==> src/rtl/fixp_first_bit_normalizer_pkg.sv <==
// Shared widths, field offsets and the packed output beat layout of the first-bit normalizer.
package first_bit_checker_pkg;

    localparam int unsigned DATA_WIDTH = 192;

    // Number of bits needed to represent value.
    function automatic int unsigned clogb2(input int unsigned value);
        int unsigned result = 0;
        for (int i = 0; i < 32; i++) begin
            if ((value >> i) != 0) result = i + 1;
        end
        return result;
    endfunction

    localparam int unsigned SHIFT_WIDTH = clogb2(DATA_WIDTH - 1);
    localparam int unsigned OUT_WIDTH   = DATA_WIDTH + SHIFT_WIDTH + 1;

    localparam int unsigned NZERO_BIT = 0;
    localparam int unsigned SHIFT_LSB = 1;
    localparam int unsigned DATA_LSB  = SHIFT_WIDTH + 1;

    typedef struct packed {
        logic [DATA_WIDTH-1:0]  shift_data;
        logic [SHIFT_WIDTH-1:0] shift_info;
        logic                   nzero;
    } fbc_out_t;

endpackage

==> src/rtl/fixp_first_bit_normalizer_leading_zero_count.sv <==
// Combinational leading-zero counter built as a binary tree priority encoder.
module leading_zero_count #(
    parameter int unsigned  DATA_WIDTH  = first_bit_checker_pkg::DATA_WIDTH,
    localparam int unsigned SHIFT_WIDTH = first_bit_checker_pkg::clogb2(DATA_WIDTH - 1)
) (
    input  logic [DATA_WIDTH-1:0]  data,
    output logic [SHIFT_WIDTH-1:0] count,
    output logic                   nzero
);

    localparam int unsigned Leaves = 1 << SHIFT_WIDTH;

    logic [Leaves-1:0]      pad;
    logic                   vld [SHIFT_WIDTH+1][Leaves];
    logic [SHIFT_WIDTH-1:0] cnt [SHIFT_WIDTH+1][Leaves];

    // Node i of level l covers 2**l leaves; leaf 0 is the MSB. A node whose left half is
    // empty adds that half's size (bit l) to the right half's count.
    always_comb begin
        pad = '0;
        pad[Leaves-1 -: DATA_WIDTH] = data;
        for (int l = 0; l <= SHIFT_WIDTH; l++) begin
            for (int i = 0; i < Leaves; i++) begin
                vld[l][i] = 1'b0;
                cnt[l][i] = '0;
            end
        end
        for (int i = 0; i < Leaves; i++) begin
            vld[0][i] = pad[Leaves-1-i];
        end
        for (int l = 0; l < SHIFT_WIDTH; l++) begin
            for (int i = 0; i < (Leaves >> (l + 1)); i++) begin
                vld[l+1][i] = vld[l][2*i] | vld[l][2*i+1];
                cnt[l+1][i] = vld[l][2*i] ? cnt[l][2*i]
                                          : (cnt[l][2*i+1] | SHIFT_WIDTH'(1 << l));
            end
        end
    end

    assign nzero = vld[SHIFT_WIDTH][0];
    assign count = nzero ? cnt[SHIFT_WIDTH][0] : '0;

endmodule

==> src/rtl/fixp_first_bit_normalizer.sv <==
// Leading-one normalizer on a valid/ready stream: stage 1 counts leading zeros, stage 2 shifts.
// Defining FIRST_BIT_CHECKER_OUT_REG_EN adds a third, output register stage.
module fixp_first_bit_normalizer #(
    parameter int unsigned  DATA_WIDTH  = first_bit_checker_pkg::DATA_WIDTH,
    localparam int unsigned SHIFT_WIDTH = first_bit_checker_pkg::clogb2(DATA_WIDTH - 1),
    localparam int unsigned OUT_WIDTH   = DATA_WIDTH + SHIFT_WIDTH + 1
) (
    input  logic                  clk,
    input  logic                  rst,
    input  logic [DATA_WIDTH-1:0] s_tdata,
    input  logic                  s_tvalid,
    output logic                  s_tready,
    output logic [OUT_WIDTH-1:0]  m_tdata,
    output logic                  m_tvalid,
    input  logic                  m_tready
);

    logic [SHIFT_WIDTH-1:0] lzc_count;
    logic                   lzc_nzero;

    leading_zero_count #(
        .DATA_WIDTH (DATA_WIDTH)
    ) u_lzc (
        .data  (s_tdata),
        .count (lzc_count),
        .nzero (lzc_nzero)
    );

    logic                   s1_valid_q, s1_valid_d;
    logic [DATA_WIDTH-1:0]  s1_data_q, s1_data_d;
    logic [SHIFT_WIDTH-1:0] s1_cnt_q, s1_cnt_d;
    logic                   s1_nz_q, s1_nz_d;
    logic                   s2_valid_q, s2_valid_d;
    logic [OUT_WIDTH-1:0]   s2_tdata_q, s2_tdata_d;
    logic                   s2_ready, s2_down_ready;
    logic [DATA_WIDTH-1:0]  shift_data;

    assign shift_data = s1_data_q << s1_cnt_q;
    assign s2_ready   = ~s2_valid_q | s2_down_ready;
    assign s_tready   = ~s1_valid_q | s2_ready;

    always_comb begin
        s1_valid_d = s1_valid_q;
        s1_data_d  = s1_data_q;
        s1_cnt_d   = s1_cnt_q;
        s1_nz_d    = s1_nz_q;
        s2_valid_d = s2_valid_q;
        s2_tdata_d = s2_tdata_q;
        if (s_tready) begin
            s1_valid_d = s_tvalid;
            if (s_tvalid) begin
                s1_data_d = s_tdata;
                s1_cnt_d  = lzc_count;
                s1_nz_d   = lzc_nzero;
            end
        end
        if (s2_ready) begin
            s2_valid_d = s1_valid_q;
            if (s1_valid_q) s2_tdata_d = {shift_data, s1_cnt_q, s1_nz_q};
        end
    end

    always_ff @(posedge clk or posedge rst) begin
        if (rst) begin
            s1_valid_q <= 1'b0;
            s1_data_q  <= '0;
            s1_cnt_q   <= '0;
            s1_nz_q    <= 1'b0;
            s2_valid_q <= 1'b0;
            s2_tdata_q <= '0;
        end else begin
            s1_valid_q <= s1_valid_d;
            s1_data_q  <= s1_data_d;
            s1_cnt_q   <= s1_cnt_d;
            s1_nz_q    <= s1_nz_d;
            s2_valid_q <= s2_valid_d;
            s2_tdata_q <= s2_tdata_d;
        end
    end

`ifdef FIRST_BIT_CHECKER_OUT_REG_EN
    logic                 s3_valid_q, s3_valid_d;
    logic [OUT_WIDTH-1:0] s3_tdata_q, s3_tdata_d;
    logic                 s3_ready;

    assign s3_ready      = ~s3_valid_q | m_tready;
    assign s2_down_ready = s3_ready;

    always_comb begin
        s3_valid_d = s3_valid_q;
        s3_tdata_d = s3_tdata_q;
        if (s3_ready) begin
            s3_valid_d = s2_valid_q;
            if (s2_valid_q) s3_tdata_d = s2_tdata_q;
        end
    end

    always_ff @(posedge clk or posedge rst) begin
        if (rst) begin
            s3_valid_q <= 1'b0;
            s3_tdata_q <= '0;
        end else begin
            s3_valid_q <= s3_valid_d;
            s3_tdata_q <= s3_tdata_d;
        end
    end

    assign m_tvalid = s3_valid_q;
    assign m_tdata  = s3_tdata_q;
`else
    assign s2_down_ready = m_tready;
    assign m_tvalid      = s2_valid_q;
    assign m_tdata       = s2_tdata_q;
`endif

endmodule

==> config.mk <==
export PLATFORM = sky130hd
export DESIGN_NAME = fixp_first_bit_normalizer
export DESIGN_NICKNAME = d
export VERILOG_FILES = /design/src/rtl/fixp_first_bit_normalizer_pkg.sv /design/src/rtl/fixp_first_bit_normalizer_leading_zero_count.sv /design/src/rtl/fixp_first_bit_normalizer.sv
export SDC_FILE = /design/constraint.sdc
export NUM_CORES = 2
export LEC_CHECK = 0
export CAP_MARGIN = 40
export CORE_UTILIZATION = 50
export DETAILED_ROUTE_END_ITERATION = 8
export GPL_ROUTABILITY_DRIVEN = 0
export PLACE_DENSITY = 0.72
export SYNTH_ARGS = -nofsm -noshare
export SYNTH_HDL_FRONTEND = slang
export SYNTH_HIERARCHICAL = 1
export SYNTH_SLANG_ARGS = --single-unit
==> constraint.sdc <==
create_clock -name clk -period 14.1 [get_ports clk]
set_clock_uncertainty 0.2 [all_clocks]
set_input_delay 1.41 -clock clk [delete_from_list [all_inputs] [get_ports clk]]
set_output_delay 1.41 -clock clk [all_outputs]
set_load 0.05 [all_outputs]
After elaboration in Yosys (flattened, before gate mapping):

Cells that the tools add are included.
Widths: inputs -> output; s select.

* register bits: 404
* output and inout port bits: 203
* bits of input ports: 196
* memories: 0
* latch bits: 0
* memory bits (writable): 0
* logic and storage cells: 397
* memory bits (read-only): 0

* muxes and demuxes: 193
* magnitude comparators: 0
* multipliers: 0
* reductions and logical operators: 2
* equal/unequal tests: 0
* shift-type cells: 1
* bitwise gates (word level): 195
* div/mod/pow operators: 0
* $add $sub $neg: 0

Operator list (count)
* $mux 8: 65
* $or 1x1->1: 193
* $shl 192x8->192: 1
* $mux 7: 16
* $mux 1: 96
* $mux 2: 16
* $reduce_and 2->1: 2
* $not 1->1: 2

Depth between registers and ports, before layout:

* word-level depth: 9
* depth in mapped cells: 13
* gate-level depth less buffers: 8

Modules after synthesis:

The synthesis kept the hierarchy.

Modules (own cells, without submodules)
* fixp_first_bit_normalizer: area each 32567.5 µm², times used 1, sequential area each 10109.7 µm², cells each 2793
* leading_zero_count: area each 2153.3 µm², times used 1, sequential area each 0.0 µm², cells each 370

Worst setup path before layout:

No wires, ideal clock.

* path type: input port to flip-flop
* start: input s_tdata[14]
* end: register s1_cnt_q[3]
* stages on the path: 7
* path buffers: 0
* required time: 13.775 ns
* setup time: 0.125 ns
* arrival time: 3.678 ns
* slack: 10.097 ns
* cell sequence: or4_4 or4b_4 or4_4 or3_1 a31oi_1 a221oi_1 mux2_2

* word-level cells in the longest chain between the ends: 9
* elaborated cells between the ends (all ways): 13
* classes of those cells: mux (6); bitwise (7)

Ends and longest elaborated chain
* start, declared: RTL line fixp_first_bit_normalizer.sv:10 `input logic [DATA_WIDTH-1:0] s_tdata,`
* $or 1x1->1 (*) (3 in series): RTL line fixp_first_bit_normalizer_leading_zero_count.sv:33 `vld[l+1][i] = vld[l][2*i] | vld[l][2*i+1];`
* $mux 7 or $or 1x1->1 (tied branches) (3 in series): RTL line fixp_first_bit_normalizer_leading_zero_count.sv:34, fixp_first_bit_normalizer_leading_zero_count.sv:33
* $mux 7: RTL line fixp_first_bit_normalizer_leading_zero_count.sv:34 `cnt[l+1][i] = vld[l][2*i] ? cnt[l][2*i]`
* $mux 8: RTL line fixp_first_bit_normalizer_leading_zero_count.sv:34
* $mux 8 (*): RTL line fixp_first_bit_normalizer_leading_zero_count.sv:41 `assign count = nzero ? cnt[SHIFT_WIDTH][0] : '0;`
* net lzc_count[3]: RTL line fixp_first_bit_normalizer.sv:18 `logic [SHIFT_WIDTH-1:0] lzc_count;`
* end signal, assigned: RTL line fixp_first_bit_normalizer.sv:74 `s1_cnt_q <= s1_cnt_d;`
* end, declared: RTL line fixp_first_bit_normalizer.sv:31 `logic [SHIFT_WIDTH-1:0] s1_cnt_q, s1_cnt_d;`

The timed path passes the listed nets; every way through them passes the cells marked *.
A chain may end at the register's enable or synchronous reset.

Worst setup path after layout:

* start: register s1_cnt_q[0]
* end: register s2_tdata_q[194], in the netlist m_tdata[194]

* word-level cells in the longest chain between the ends: 1

Ends and longest elaborated chain
* $shl 192x8->192: RTL line fixp_first_bit_normalizer.sv:38 `assign shift_data = s1_data_q << s1_cnt_q;`
* end signal, assigned: RTL line fixp_first_bit_normalizer.sv:77 `s2_tdata_q <= s2_tdata_d;`
* end, declared: RTL line fixp_first_bit_normalizer.sv:34 `logic [OUT_WIDTH-1:0] s2_tdata_q, s2_tdata_d;`

Every way passes these cells.

==> run_results.csv <==
group,metric,value,unit
floorplanning,fp-row-count,96,
power_and_ir_drop,power_density,155,mW/mm^2
flow_run,drv_cap,0,
clock_network,cts_inserted_buffers,44,
synth,yosys_most_used_dff,"dfrtp_1",
finish,number_of_diodes,0,
sta,period_share,38.9,%
synth,yosys.area_share.xor_xnor,0,%
floorplanning,num_io_pins,399,
run_status,status,"complete, but fails checks",
synth,syn-cell-area,0.0347,mm^2
synth,synth-simple-area-share,9.55,%
clock_network,cts_setup_buffers,0,
power_and_ir_drop,power_frac_comb,52.0,%
detailed_routing,number_of_vias_in_the_routed_layout,33139,
critical_path,setup.worst_path.start_class,"flop",
critical_path,critical-path-top-cell-by-count,"buf_4",
sta,maxClockFrequency,182,MHz
power_and_ir_drop,power.share.switching,46.5,%
critical_path,cp_slowest_cell,"buf_4",
floorplanning,core_region_area,0.0687,mm^2
critical_path,cp.buffers_inverters,4,
clock_network,ctsResizeCount,0,
synth,largest_family_of_logic_cells_by_synthesized_area,"multiplexers",
critical_path,worstPathRequired,14.34,ns
detailed_routing,drtIter0Drc,6273,
sta,maxSlewHeadroom,16.1,%
synth,register_area_share_after_synthesis,29.1,%
critical_path,critical-path-max-stage-delay,0.81,ns
finish,layout.nets,3593,
sta,period_minus_slack,5.49,ns
global_route,globalRouteOverflowTotal,0,
hold_path,timing.hold.worst_endpoint,"m_tdata[7]",
finish,syn2layout_area_growth,17.2,%
hold_path,min_path_type,"reg -> reg",
sta,report.final.slew_viol_count,0,
power_and_ir_drop,power_report.internal_total,0.00338,W
power_and_ir_drop,vdd.ir_drop.worst,0.0904,mV
placed_design,hpwl,110000,um
synth,synthDistinctLibCells,92,
finish,post_route_cells_drive_above_1_share,26.3,%
power_and_ir_drop,clockPowerShare,19.5,%
clock_network,cts.hold.buffers_added,0,
detailed_routing,final_antenna_net_count,0,
critical_path,timing.setup.critical_path_class,"reg -> reg",
finish,most-common-layout-cells,"clkdlybuf4s50_1 (398), dfrtp_1 (398), mux2_2 (364)",
critical_path,cp_cell_sequence,"inv_8 -> buf_4 -> buf_4 -> mux2_2 -> a222oi_1 -> o21ai_0 -> buf_2 -> mux2i_1 -> o221ai_1",
critical_path,critPathTopFamily,"buffers and inverters",
synth,synth_seq_cells,404,
critical_path,reg2reg_depth,9,
global_route,grt_pass1_vias,30611,
global_route,grt_first_pass_wirelength,215000,um
detailed_routing,finalWirelength,149000,um
critical_path,worst-r2r-setup-slack,8.61,ns
critical_path,setup.worst_path.start,"s1_cnt_q[0]",
global_route,antenna_found_initial,10,
global_route,grtUsageTotal,41.6,%
run_status,violated_checks,"DRC",
clock_network,cts.htree.levels,2,
floorplanning,die_height,266,um
floorplanning,dieArea,0.0705,mm^2
clock_network,clock_tree_from_tritoncts,"done",
critical_path,critPathMaxFanout,93,
synth,ys.warnings.count,6,
detailed_routing,wire_per_inst,34.2,um
clock_network,maximum_root_to_sink_buffer_count,3,
finish,fin_util,59.3,%
sta,setup-violations-final,0,
synth,synthArstFlopShare,100,%
detailed_routing,drt_drc,50,
synth,synth.mux.area_fraction,41.3,%
placed_design,buffer_ports.inserted,398,
clock_network,tritoncts_num_sinks,404,
detailed_routing,detail_route.vias_per_cell,7.60,
sta,final_hold_viol_count,0,
clock_network,clock_transition_at_path_regs,0.06,ns
critical_path,setup.worst_path.end_class,"flop",
global_route,maximum_number_of_pins_on_one_net_before_global_route_repair,194,
clock_network,clk_root_buffer_cell,"clkbuf_16",
floorplanning,start_util,50.5,%
synth,syn_avg_cell_area,11.0,um^2
critical_path,crit-reg2reg-launch,"s1_cnt_q[0]",
detailed_routing,firstDrtPassIters,9,
sta,rsz0062_at_grt,"no",
power_and_ir_drop,total_leakage_power,15.6,nW
critical_path,worst_reg2reg_endpoint,"m_tdata[194]",
synth,synth_compound_area_share,15.6,%
synth,synth-edff-count,0,
floorplanning,chipWidth,266,um
hold_path,holdCritStartpoint,"m_tdata[7]",
power_and_ir_drop,net-switching-power,0.00293,W
synth,post_synth_fa_ha_maj_area_fraction,0,%
hold_path,hold_path_depth,2,
critical_path,cp_data_arrival_time,5.73,ns
power_and_ir_drop,pwr-share-seq,28.5,%
sta,setup-tns-final,0,ns
sta,actual_slew_at_the_worst_max_slew_pin,1.26,ns
synth,postSynthCellCount,3163,
synth,post_synthesis_net_count,3359,
clock_network,clk_latency,0.59,ns
[cell type report]
type                            instances  area, um^2
Fill cell                            5703       28000
Sequential cell                       404       10100
Inverter                               44         190
Clock inverter                         13         201
Clock buffer                           63        1300
Multi-Input combinational cell       2430       23100
Timing Repair Buffer                  473        4630
Tap cell                              931        1160
[synth_stat cells, types with 10 or more instances]
library cell    n  area share (%)
a222oi_1       18            0.52
a22o_1         37            0.93
dfrtp_1       404              29
nand2_1       261             2.8
or4_1          22            0.48
or2_2          10            0.18
o221ai_1       41             1.0
a211o_1        14            0.35
o31ai_1        17            0.37
a221oi_1       14            0.35
buf_6          20            0.65
nor3_1         46            0.66
o211ai_1       67             1.4
nor2_1        191             2.1
nand4_1        10            0.18
a21oi_1       109             1.6
nand3_1        33            0.48
clkbuf_1      135             1.5
a32oi_1        10            0.25
mux4_2        344              22
a31oi_1        13            0.23
o21bai_1       17            0.37
and2_1         19            0.34
and3_1         10            0.18
nand2b_1       21            0.38
a22oi_1        66             1.4
mux2i_1       246             7.1
nor2b_1        21            0.38
mux2_2        364              12
o21ai_0       157             2.3
o22ai_1        39            0.70
a211oi_1       30            0.65
buf_1          32            0.35
inv_1          40            0.43
nor4_1         28            0.50
a2bb2oi_1      10            0.25
buf_2          86             1.2
a221o_1        16            0.46
[sequential cells by signal, summed over array words and instances (netlist names)]
signal,flops
s1_nz_q,1
s1_valid_q,1
m_tdata,201
s1_data_q,192
s1_cnt_q,8
m_tvalid,1
[how the worst max path moves through the flow]
| stage | end | cells after the start |
|---|---|---|
| floorplan | m_tdata[0] | 1 |
| global placement | m_tdata[194] | 8 |
| detailed placement | m_tdata[189] | 8 |
| CTS | m_tdata[189] | 8 |
| global route | m_tdata[137] | 8 |
| finish | m_tdata[194] | 9 |
[through the flow]
| step | instance area (um^2) | setup slack, ns | total power (W) | hold slack (ns) | cells |
|---|---|---|---|---|---|
| 2_1_floorplan | 34700 | 1.25 | 0.00364 | 0.252 | 3163 |
| 3_3_place_gp | 39000 | 8.59 | 0.00481 | 0.261 | 4256 |
| 3_5_place_dp | 39100 | 8.79 | 0.00486 | 0.269 | 4270 |
| 4_1_cts | 40600 | 8.77 | 0.00608 | 0.283 | 4346 |
| 5_1_grt | 40700 | 8.41 | 0.00639 | 0.298 | 4358 |
| 6_report | 40700 | 8.61 | 0.00631 | 0.278 | 4358 |
[per-layer routing]
metal	vias to the layer above	track usage, %	part of all wire (%)
li1	13101	-	-
met2	3149	55.3	39
met1	16116	54.3	35
met3	753	19.2	17
met4	20	26.0	8.4
met5	-	1.18	0.17
[worst min-delay path: cells and delay by family, from the launching register on]
kind               cells  cell delay, ns
AOI/OAI and AO/OA      1            0.06
and+or+nand+nor        1            0.04
DFF                    1            0.34
[power by group through the flow]
stage	Sequential (W)	Combinational (W)	Clock, W
floorplan	0.00221	0.00143	0
global placement	0.00178	0.00303	0
detailed placement	0.00179	0.00307	0
CTS	0.00177	0.00308	0.00123
global route	0.00181	0.00331	0.00128
finish	0.00180	0.00328	0.00123
[cell families after synthesis]
family | Yosys count
mux | 955
buf+inv | 329
flops | 404
simple gates | 708
compound gates | 767
Power figures use the tool's default switching activity.
